<file path="src/rtl/vga_pkg.sv">
// Shared types and mode table for the VGA receive monitor.
package vga_pkg;

    localparam int unsigned CW = 11;
    localparam logic [CW-1:0] HCNT_MAX = 11'd2047;

    typedef enum logic [1:0] {
        RES_640     = 2'b00,
        RES_800     = 2'b01,
        RES_1024    = 2'b10,
        RES_UNKNOWN = 2'b11
    } res_t;

    typedef enum logic [1:0] {
        ST_SEARCH  = 2'd0,
        ST_MEASURE = 2'd1,
        ST_LOCKED  = 2'd2
    } state_t;

    typedef struct packed {
        logic [CW-1:0] htot;
        logic [CW-1:0] hs;
        logic [CW-1:0] hbp;
        logic [CW-1:0] hact;
        logic [CW-1:0] vtot;
        logic [CW-1:0] vs;
        logic [CW-1:0] vbp;
        logic [CW-1:0] vact;
    } mode_t;

    localparam mode_t MODE_640 = '{htot: 11'd800, hs: 11'd96, hbp: 11'd48, hact: 11'd640,
                                   vtot: 11'd525, vs: 11'd2, vbp: 11'd33, vact: 11'd480};
    localparam mode_t MODE_800 = '{htot: 11'd1056, hs: 11'd128, hbp: 11'd88, hact: 11'd800,
                                   vtot: 11'd628, vs: 11'd4, vbp: 11'd23, vact: 11'd600};
    localparam mode_t MODE_1024 = '{htot: 11'd1344, hs: 11'd136, hbp: 11'd160, hact: 11'd1024,
                                    vtot: 11'd806, vs: 11'd6, vbp: 11'd29, vact: 11'd768};

    // Timing parameters for a detected mode; unknown falls back to 640x480 but is never active.
    function automatic mode_t mode_of(input logic [1:0] code);
        case (code)
            RES_800:  return MODE_800;
            RES_1024: return MODE_1024;
            default:  return MODE_640;
        endcase
    endfunction

    function automatic logic [1:0] match_mode(input logic [CW-1:0] h, input logic [CW-1:0] v);
        if (h == MODE_640.htot && v == MODE_640.vtot)   return RES_640;
        if (h == MODE_800.htot && v == MODE_800.vtot)   return RES_800;
        if (h == MODE_1024.htot && v == MODE_1024.vtot) return RES_1024;
        return RES_UNKNOWN;
    endfunction

endpackage

</file>
<file path="src/rtl/vga_sync_edge.sv">
// Polarity-normalised leading-edge detector for one sync line, advancing on pix_en only.
module vga_sync_edge #(
    parameter bit SYNC_POL = 1'b0
) (
    input  logic clk,
    input  logic rst,
    input  logic pix_en,
    input  logic sync,
    output logic lead_c
);

    logic level_c;
    logic prev;

    assign level_c = (sync == SYNC_POL);

    always_ff @(posedge clk or posedge rst) begin
        if (rst) begin
            prev <= 1'b0;
        end else if (pix_en) begin
            prev <= level_c;
        end
    end

    assign lead_c = pix_en && level_c && !prev;

endmodule

</file>
<file path="src/rtl/vga_rx_monitor.sv">
// Measures incoming VGA timing, locks onto a known mode and captures active pixels and a frame checksum.
module vga_rx_monitor
    import vga_pkg::*;
#(
    parameter bit          SYNC_POL = 1'b0,
    parameter int unsigned SUM_W    = 16
) (
    input  logic             clk,
    input  logic             rst,
    input  logic             pix_en,
    input  logic [3:0]       i_r,
    input  logic [3:0]       i_g,
    input  logic [3:0]       i_b,
    input  logic             h_sync,
    input  logic             v_sync,
    output logic             locked,
    output logic [1:0]       res_code,
    output logic             pix_valid,
    output logic [11:0]      pix_rgb,
    output logic [10:0]      x,
    output logic [10:0]      y,
    output logic [10:0]      h_total,
    output logic [10:0]      v_total,
    output logic             frame_done,
    output logic [SUM_W-1:0] frame_sum
);

    logic             hs_lead_c;
    logic             vs_lead_c;
    logic [CW-1:0]    hcnt;
    logic [CW-1:0]    vcnt;
    logic [CW-1:0]    cur_h_c;
    logic [CW-1:0]    cur_v_c;
    logic [CW-1:0]    h_meas_c;
    logic [CW-1:0]    v_meas_c;
    logic [CW-1:0]    h_now_c;
    logic [CW-1:0]    h_start_c;
    logic [CW-1:0]    h_stop_c;
    logic [CW-1:0]    v_start_c;
    logic [CW-1:0]    v_stop_c;
    logic             sat_c;
    logic             active_c;
    logic             valid_c;
    logic [1:0]       match_c;
    mode_t            mode_c;
    state_t           state;
    state_t           state_next;
    logic [1:0]       err_cnt;
    logic [1:0]       err_next;
    logic [1:0]       res_next;
    logic             frame_end_c;
    logic             lost_c;
    logic [SUM_W-1:0] run_sum;

    vga_sync_edge #(.SYNC_POL(SYNC_POL)) u_hs_edge (
        .clk    (clk),
        .rst    (rst),
        .pix_en (pix_en),
        .sync   (h_sync),
        .lead_c (hs_lead_c)
    );

    vga_sync_edge #(.SYNC_POL(SYNC_POL)) u_vs_edge (
        .clk    (clk),
        .rst    (rst),
        .pix_en (pix_en),
        .sync   (v_sync),
        .lead_c (vs_lead_c)
    );

    // Position of the current sample: the value the counters take after this pix_en.
    always_comb begin
        h_meas_c  = hcnt + 11'd1;
        v_meas_c  = vcnt + 11'd1;
        h_now_c   = hs_lead_c ? h_meas_c : h_total;
        cur_h_c   = hs_lead_c ? '0 : ((hcnt == HCNT_MAX) ? hcnt : h_meas_c);
        cur_v_c   = vs_lead_c ? '0 : (hs_lead_c ? v_meas_c : vcnt);
        sat_c     = pix_en && !hs_lead_c && (hcnt == HCNT_MAX);
        mode_c    = mode_of(res_code);
        match_c   = match_mode(h_now_c, v_meas_c);
        h_start_c = mode_c.hs + mode_c.hbp;
        h_stop_c  = h_start_c + mode_c.hact;
        v_start_c = mode_c.vs + mode_c.vbp;
        v_stop_c  = v_start_c + mode_c.vact;
        active_c  = (state == ST_LOCKED)
                 && (cur_h_c >= h_start_c) && (cur_h_c < h_stop_c)
                 && (cur_v_c >= v_start_c) && (cur_v_c < v_stop_c);
    end

    always_ff @(posedge clk or posedge rst) begin
        if (rst) begin
            state <= ST_SEARCH;
        end else begin
            state <= state_next;
        end
    end

    always_comb begin
        state_next  = state;
        res_next    = res_code;
        err_next    = err_cnt;
        frame_end_c = 1'b0;
        lost_c      = 1'b0;
        case (state)
            ST_SEARCH: begin
                if (vs_lead_c) begin
                    state_next = ST_MEASURE;
                end
            end
            ST_MEASURE: begin
                if (vs_lead_c) begin
                    res_next   = match_c;
                    state_next = (match_c == RES_UNKNOWN) ? ST_SEARCH : ST_LOCKED;
                end
            end
            ST_LOCKED: begin
                // A single bad line is tolerated; a second one in a row drops lock.
                if (hs_lead_c) begin
                    if (h_meas_c != mode_c.htot) begin
                        err_next = err_cnt + 2'd1;
                        if (err_cnt != 2'd0) begin
                            lost_c = 1'b1;
                        end
                    end else begin
                        err_next = 2'd0;
                    end
                end
                if (vs_lead_c && (v_meas_c != mode_c.vtot)) begin
                    lost_c = 1'b1;
                end
                if (sat_c) begin
                    lost_c = 1'b1;
                end
                if (lost_c) begin
                    state_next = ST_SEARCH;
                    res_next   = RES_UNKNOWN;
                    err_next   = 2'd0;
                end else if (vs_lead_c) begin
                    frame_end_c = 1'b1;
                end
            end
            default: begin
                state_next = ST_SEARCH;
                res_next   = RES_UNKNOWN;
                err_next   = 2'd0;
            end
        endcase
    end

    assign valid_c = pix_en && active_c && (state_next == ST_LOCKED);

    always_ff @(posedge clk or posedge rst) begin
        if (rst) begin
            hcnt       <= '0;
            vcnt       <= '0;
            err_cnt    <= 2'd0;
            run_sum    <= '0;
            locked     <= 1'b0;
            res_code   <= RES_UNKNOWN;
            pix_valid  <= 1'b0;
            pix_rgb    <= '0;
            x          <= '0;
            y          <= '0;
            h_total    <= '0;
            v_total    <= '0;
            frame_done <= 1'b0;
            frame_sum  <= '0;
        end else begin
            locked     <= (state_next == ST_LOCKED);
            res_code   <= res_next;
            err_cnt    <= err_next;
            frame_done <= frame_end_c;
            pix_valid  <= valid_c;
            if (pix_en) begin
                hcnt <= cur_h_c;
                vcnt <= cur_v_c;
            end
            if (hs_lead_c) begin
                h_total <= h_meas_c;
            end
            if (vs_lead_c) begin
                v_total <= v_meas_c;
            end
            if (valid_c) begin
                pix_rgb <= {i_r, i_g, i_b};
                x       <= cur_h_c - h_start_c;
                y       <= cur_v_c - v_start_c;
            end
            // Sum only accumulates inside a locked frame; any exit discards it.
            if (frame_end_c) begin
                frame_sum <= run_sum;
                run_sum   <= '0;
            end else if (state_next != ST_LOCKED) begin
                run_sum <= '0;
            end else if (valid_c) begin
                run_sum <= run_sum + SUM_W'({i_r, i_g, i_b});
            end
        end
    end

endmodule

</file>
<file path="config.mk">
export PLATFORM = sky130hd
export DESIGN_NAME = vga_rx_monitor
export DESIGN_NICKNAME = d
export VERILOG_FILES = /design/src/rtl/vga_pkg.sv /design/src/rtl/vga_sync_edge.sv /design/src/rtl/vga_rx_monitor.sv
export SDC_FILE = /design/constraint.sdc
export NUM_CORES = 1
export LEC_CHECK = 0
export ABC_AREA = 1
export BUFFER_PORTS_ARGS = -buffer_cell sky130_fd_sc_hd__buf_2
export CORE_MARGIN = 8
export CORE_UTILIZATION = 50
export CTS_CLUSTER_SIZE = 20
export DETAILED_ROUTE_END_ITERATION = 6
export GPL_TIMING_DRIVEN = 0
export PLACE_DENSITY = 0.73
export SETUP_SLACK_MARGIN = 0.05
export SYNTH_ARGS = -nofsm -noshare
export SYNTH_HDL_FRONTEND = slang
export SYNTH_SLANG_ARGS = --single-unit
</file>
<file path="constraint.sdc">
create_clock -name clk -period 4.35 [get_ports clk]
set_input_delay 0.87 -clock clk [delete_from_list [all_inputs] [get_ports clk]]
set_output_delay 0.87 -clock clk [all_outputs]
set_load 0.01 [all_outputs]
</file>
Word-level counts from Yosys, hierarchy flattened
Cells that the tools add are included.
{ "op_classes": {"add_sub_neg": 10, "order_cmp": 4, "n_eq_ne": 19, "mux": 42, "bitwise": 4, "n_reduce_logical": 25} }
{ "ops": {"columns": ["operator", "count"], "rows": [
  ["case mux 88 bit (2 select lines)", 1],
  ["2-to-1 mux 11 bit", 5],
  ["2-to-1 mux 16 bit", 3],
  ["adder 11 bit", 4],
  ["equality test 11 x 10 -> 1 bit, second input constant", 4],
  ["equality test 11 bit, second input constant", 3],
  ["2-to-1 mux 2 bit", 15],
  ["adder 11 x 1 -> 11 bit, second input constant", 2],
  ["greater-or-equal comparator 11 bit", 2],
  ["less-than comparator 11 bit", 2],
  ["!= test 11 bit", 2],
  ["subtractor 11 bit", 2],
  ["adder 16 x 12 -> 16 bit", 1],
  ["logical AND 1 bit", 16],
  ["2-to-1 mux 1 bit", 15],
  ["case mux 2 bit (3 select lines)", 2],
  ["equality test 2 bit, second input constant", 4],
  ["equality test 2 x 1 -> 1 bit, second input constant", 2],
  ["!= test 2 bit, second input constant", 2],
  ["NOT 1 bit", 4],
  ["case mux 2 bit (2 select lines)", 1],
  ["zero test 1 bit", 3],
  ["!= test 3 x 2 -> 1 bit, second input constant", 1],
  ["AND reduction 3 bit", 1],
  ["other kinds (7)", 7]
]} }
{ "totals": {"ff_bits": 121, "output_inout_bits": 77, "elab_cells": 121} }

Logic depth before layout (Yosys ltp)
{ "depth": {"depth_word": 22, "ltp_mapped": 27, "ltp_nobuf": 25} }

Modules after synthesis
Synthesis repeated with hierarchy kept, for this count alone.
{ "unflattened": {"cells_unflattened": 1050, "area_unflattened_um2": 7777.5} }
{ "by_module_without_submodules": {"columns": ["mod", "n_inst", "cells_per_inst", "area_per_inst_um2", "seq_area_each_um2"], "rows": [
  ["vga_rx_monitor", 1, 1034, 7669.9, 2980.4],
  ["vga_sync_edge", 2, 8, 53.8, 25.0]
]} }

Worst setup path before layout
No wires, ideal clock.
{ "synth_path": {"kind": "input port to flip-flop", "startpoint": "input port h_sync", "endpoint": "register x[0]", "setup_ps": 117, "arrival_time_ps": 3659, "setup_slack_ps": 574, "path_stages": 20, "cell_sequence": "inv_1 > nand2_1 > nor2_4 > buf_4 > buf_4 > clkbuf_1 > a21oi_1 > fa_1 > a21oi_1 > o21ai_0 > a21oi_1 > nand3_1 > nor2_1 > nor2_2 > nand2_2 > nor2_8 > buf_6 > buf_6 > nand3b_1 > nand2_1"} }
{ "synth_via": {"elab_cells_between_ends": 48} }
{ "synth_lines": {"columns": ["item", "line", "source"], "rows": [
  ["start: declaration", "vga_rx_monitor.sv:14", "input logic h_sync,"],
  ["NOT 1 bit *", "vga_sync_edge.sv:15", "assign level_c = (sync == SYNC_POL);"],
  ["logical AND 1 bit * (2 in a row)", "vga_sync_edge.sv:25", "assign lead_c = pix_en && level_c && !prev;"],
  ["2-to-1 mux 11 bit *", "vga_rx_monitor.sv:76", "cur_h_c = hs_lead_c ? '0 : ((hcnt == HCNT_MAX) ? hcnt : h_meas_c);"],
  ["via cur_h_c[4]", "vga_rx_monitor.sv:32", "logic [CW-1:0] cur_h_c;"],
  ["greater-or-equal comparator 11 bit", "vga_rx_monitor.sv:86", "&& (cur_h_c >= h_start_c) && (cur_h_c < h_stop_c)"],
  ["logical AND 1 bit", "vga_rx_monitor.sv:86", null],
  ["logical AND 1 bit *", "vga_rx_monitor.sv:86", null],
  ["logical AND 1 bit * (2 in a row)", "vga_rx_monitor.sv:87", "&& (cur_v_c >= v_start_c) && (cur_v_c < v_stop_c);"],
  ["logical AND 1 bit * (2 in a row)", "vga_rx_monitor.sv:150", "assign valid_c = pix_en && active_c && (state_next == ST_LOCKED);"],
  ["end signal: assignment", "vga_rx_monitor.sv:186", "x <= cur_h_c - h_start_c;"],
  ["end: declaration", "vga_rx_monitor.sv:20", "output logic [10:0] x,"]
]} }
The timed path passes the listed nets; every way through them passes the cells marked *. The select of a mux whose other input is x is not followed.
A chain may end at the register's enable or synchronous reset.

Worst setup path after layout
{ "layout_path": {"startpoint": "input port h_sync", "endpoint": "register pix_rgb[2]"} }
{ "layout_via": {"elab_cells_between_ends": 47} }
{ "layout_lines": {"columns": ["item", "line", "source"], "rows": [
  ["NOT 1 bit *", "vga_sync_edge.sv:15", null],
  ["logical AND 1 bit * (2 in a row)", "vga_sync_edge.sv:25", null],
  ["2-to-1 mux 11 bit *", "vga_rx_monitor.sv:76", null],
  ["via cur_h_c[4]", "vga_rx_monitor.sv:32", null],
  ["greater-or-equal comparator 11 bit", "vga_rx_monitor.sv:86", null],
  ["logical AND 1 bit", "vga_rx_monitor.sv:86", null],
  ["logical AND 1 bit *", "vga_rx_monitor.sv:86", null],
  ["logical AND 1 bit * (2 in a row)", "vga_rx_monitor.sv:87", null],
  ["logical AND 1 bit * (2 in a row)", "vga_rx_monitor.sv:150", null],
  ["end signal: assignment", "vga_rx_monitor.sv:185", "pix_rgb <= {i_r, i_g, i_b};"],
  ["end: declaration", "vga_rx_monitor.sv:19", "output logic [11:0] pix_rgb,"]
]} }
Marked as above.

==> qor.txt <==
Hold Fails Final Rpt -> 0
Routed WL per cell -> 15.40 µm
Worst path bufs/invs -> 6
Crit path kind -> in2reg
Critical path endpoint category -> flop
Global Route Usage Sum -> 21.77%
Worst path top cell family by delay -> buffers and inverters
DRC violations left -> 0
Most frequent cells after synthesis -> nand2_1, dfrtp_1, inv_1
CP Launch Type -> primary input
Clock power share -> 34.7%
Cts bufs inserted -> 17
Share of layout cells above drive strength 1 -> 17.80%
Starting DRT DRC Count -> 566
Port bufs -> 93
Area leader, netlist -> dfrtp_1
Arrival @ worst endpoint -> 4.35 ns
R2r worst-path depth -> 22
Initial antenna violation count -> 0
Slowest stage delay, CP -> 0.52 ns
Max-slew headroom -> 64.04%
Worst-path fanout max -> 10
Total Wirelength -> 20.29 mm
Inserted Diodes -> 0
Worst R2R Start -> hcnt[0]
HPWL after detailed placement -> 15.22 mm
Die X -> 139.0 µm
Number of flops mapped to enable cells by yosys -> 0
Most frequent cell after synthesis -> nand2_1
Clock Sinks -> 121
Unrepaired setup endpoints after global routing -> false
Htree depth -> 4
Die height -> 139.0 µm
# nets final -> 1,184
Post-route ant nets -> 0
Slew @ Worst Pin -> 0.5394 ns
Grt ovf -> 0
Syn Nets -> 1,071
Total power -> 0.003473 W
Mapped Avg Cell Area -> 7.516 µm²
Leakage power -> 4.906 nW
Fin Hold WS -> 0.4545 ns
Final Instance Area -> 0.008798 mm²
Die ar. -> 0.01933 mm²
Setup violators final -> 0
Synth-to-Final Area Change -> 16.25%
FILL cells -> 1,398
CTS tree -> built
Dpl cell area -> 0.008302 mm²
Net switching power -> 0.001141 W
Vias in the first global route -> 6,939
Vias per std cell -> 5.291
Starting Density -> 50.53%
Max Slew Vio Count -> 0
Clk slew on worst S/H paths -> 0.05 ns
Fraction of registers with async set/reset -> 100.0%
Placeable Area -> 0.01498 mm²
Reg power frac -> 40.0%
Placer Congestion -> 0.9136
# IOs -> 94
Post CTS Setup Buffer Count -> 0
Worst skew pair latency -> 0.42 ns
Hold Path Class -> in2async
RR Endpoint -> pix_rgb[2]
Fin crit period -> 4.000 ns
Clk buf depth -> 2
Max Cap Violations -> 0
FP Rows -> 45
Setup_tns -> 0 ns
Critical-path top delay cell -> fa_1
Yosys cell types -> 38
Status -> completed
Fmax -> 250.0 MHz
Pwr dens -> 394.8 mW/mm²
Worst VDD drop -> 0.0002850 V
Share of the synthesized area in the top cell type -> 39.35%
Largest net degree at the start of global routing -> 81
Net Sw Frac -> 32.85%
Post-synthesis sequential area ratio -> 40.04%
Post-Synthesis Cells -> 1,007
Dominant cells by area after synthesis -> dfrtp_1, nand2_1, ha_1, nand3_1, inv_1
Synth Warn # -> 0
Comb pwr share -> 25.2%
Initial DRT Pass Iterations -> 6
Global-route wire length before repair -> 34.00 mm
Reg2Reg Setup Slack -> 0.50 ns
Yosys reg bits -> 121
Crit share post-route -> 91.96%
Synthesized area -> 0.007569 mm²
Final core occ -> 58.75%
Vias -> 6,968
Ys flop type -> dfrtp_1
WP depth -> 21
Worst-path cell chain -> buf_2 > inv_1 > nand2_1 > nor2_4 > buf_4 > buf_4 > clkbuf_4 > a21oi_1 > fa_1 > a21oi_1 > o21ai_0 > a21oi_1 > nand3_1 > nor2_1 > nor2_2 > nand2_2 > nor2_8 > nand2_4 > buf_2 > nand2_1 > nand2_1
Root Driver -> clkbuf_16
Crit path required time -> 4.70 ns
Int Power -> 0.002332 W
Clock skew -> 0.008867 ns
[layout by cell type, fill, tap and decap left out, types with 2 or more instances in the layout]
cell | synthesis | routed
a21oi_1 | 49 | 49
a31oi_1 | 2 | 2
buf_2 | 7 | 100
buf_4 | 8 | 8
buf_6 | 5 | 5
clkbuf_1 | 9 | 12
clkbuf_16 | 0 | 17
clkbuf_8 | 0 | 2
clkinv_2 | 0 | 5
dfrtp_1 | 119 | 119
dfstp_2 | 2 | 2
fa_1 | 3 | 3
ha_1 | 44 | 44
inv_1 | 106 | 105
inv_2 | 13 | 13
nand2_1 | 334 | 334
nand2_2 | 14 | 14
nand2_4 | 3 | 3
nand3_1 | 91 | 91
nand3_2 | 10 | 10
nand3b_1 | 6 | 6
nand4_1 | 22 | 22
nor2_1 | 55 | 55
nor2_2 | 4 | 4
nor2_4 | 5 | 5
nor3_1 | 4 | 4
o211a_1 | 2 | 2
o21ai_0 | 41 | 41
o21ai_1 | 8 | 8
o21ai_2 | 2 | 2
o21bai_1 | 3 | 3
or2_1 | 5 | 5
or2_2 | 5 | 5
xnor2_1 | 2 | 2
xor2_1 | 18 | 18
[power groups by stage]
stage,Sequential (W),Clock [W],Combinational [W]
4_1_cts,0.00139,0.00122,0.000885
6_report,0.00139,0.00121,0.000876
3_3_place_gp,0.00140,0,0.000855
2_1_floorplan,0.00144,0,0.000557
5_1_grt,0.00141,0.00127,0.00101
3_5_place_dp,0.00141,0,0.000879
[how the worst max path moves through the flow]
stage / startpoint / end / slack [ns]
floorplan: rst / err_cnt[0] / 0.27
global placement: rst / h_total[1] / -1.26
detailed placement: h_sync / pix_rgb[7] / -0.32
CTS: h_sync / pix_rgb[7] / 0.09
global route: h_sync / pix_rgb[7] / 0.08
finish: h_sync / pix_rgb[2] / 0.35
[routing by layer]
| layer | GRT usage (%) | part of all wire [%] | up-vias |
|---|---|---|---|
| met2 | 35.73 | 47 | 226 |
| met5 | 0 | 0 | - |
| met1 | 27.50 | 44 | 3249 |
| met4 | 8.781 | 2.1 | 0 |
| li1 | - | - | 3456 |
| met3 | 4.544 | 6.9 | 37 |
[registers in the layout, indices dropped and copies added, names as in the netlist, 2 cells and up]
signal and cells:
frame_sum 16, run_sum 16, pix_rgb 12, h_total 11, hcnt 11, v_total 11
vcnt 11, x 11, y 11, err_cnt 2, res_code 2, state 2
[cell type report]
class / instances / area, µm² / share of cell area (%)
repair buffers: 94 / 493.0 / 5.603
clock buffers: 23 / 467.9 / 5.319
plain buffers: 29 / 188.9 / 2.147
inverters: 119 / 451.7 / 5.134
flip-flops and latches: 121 / 3030 / 34.44
well taps: 188 / 235.2 / 2.673
multi-input cells: 738 / 3906 / 44.40
clock inverters: 5 / 25.02 / 0.2844
[stage by stage]
stage	std cells	setup slack [ns]
2_1_floorplan	1007	0.2691
6_report	1317	0.3497
3_5_place_dp	1289	-0.3222
3_3_place_gp	1288	-1.256
5_1_grt	1317	0.07824
4_1_cts	1317	0.09184
[kinds of logic (layout without fill, tap and decap cells)]
logic type      after synthesis  in the layout  share of synthesized area, %
buf+inv                     148            270                         8.348
simple gates                562            562                         33.59
compound gates              109            109                         7.638
fa+ha+maj                    47             47                         8.068
flops                       121            121                         40.04
xor+xnor                     20             20                         2.314
[what timing repair did]
| item | CTS | global route |
|---|---|---|
| resized for setup | 0 | 4 |
| endpoints found under the setup margin | 0 | 51 |
| endpoints found under the hold margin | 0 | 0 |
| hold buffers | 0 | 0 |
Note: power is estimated with default switching activity, not from simulation.
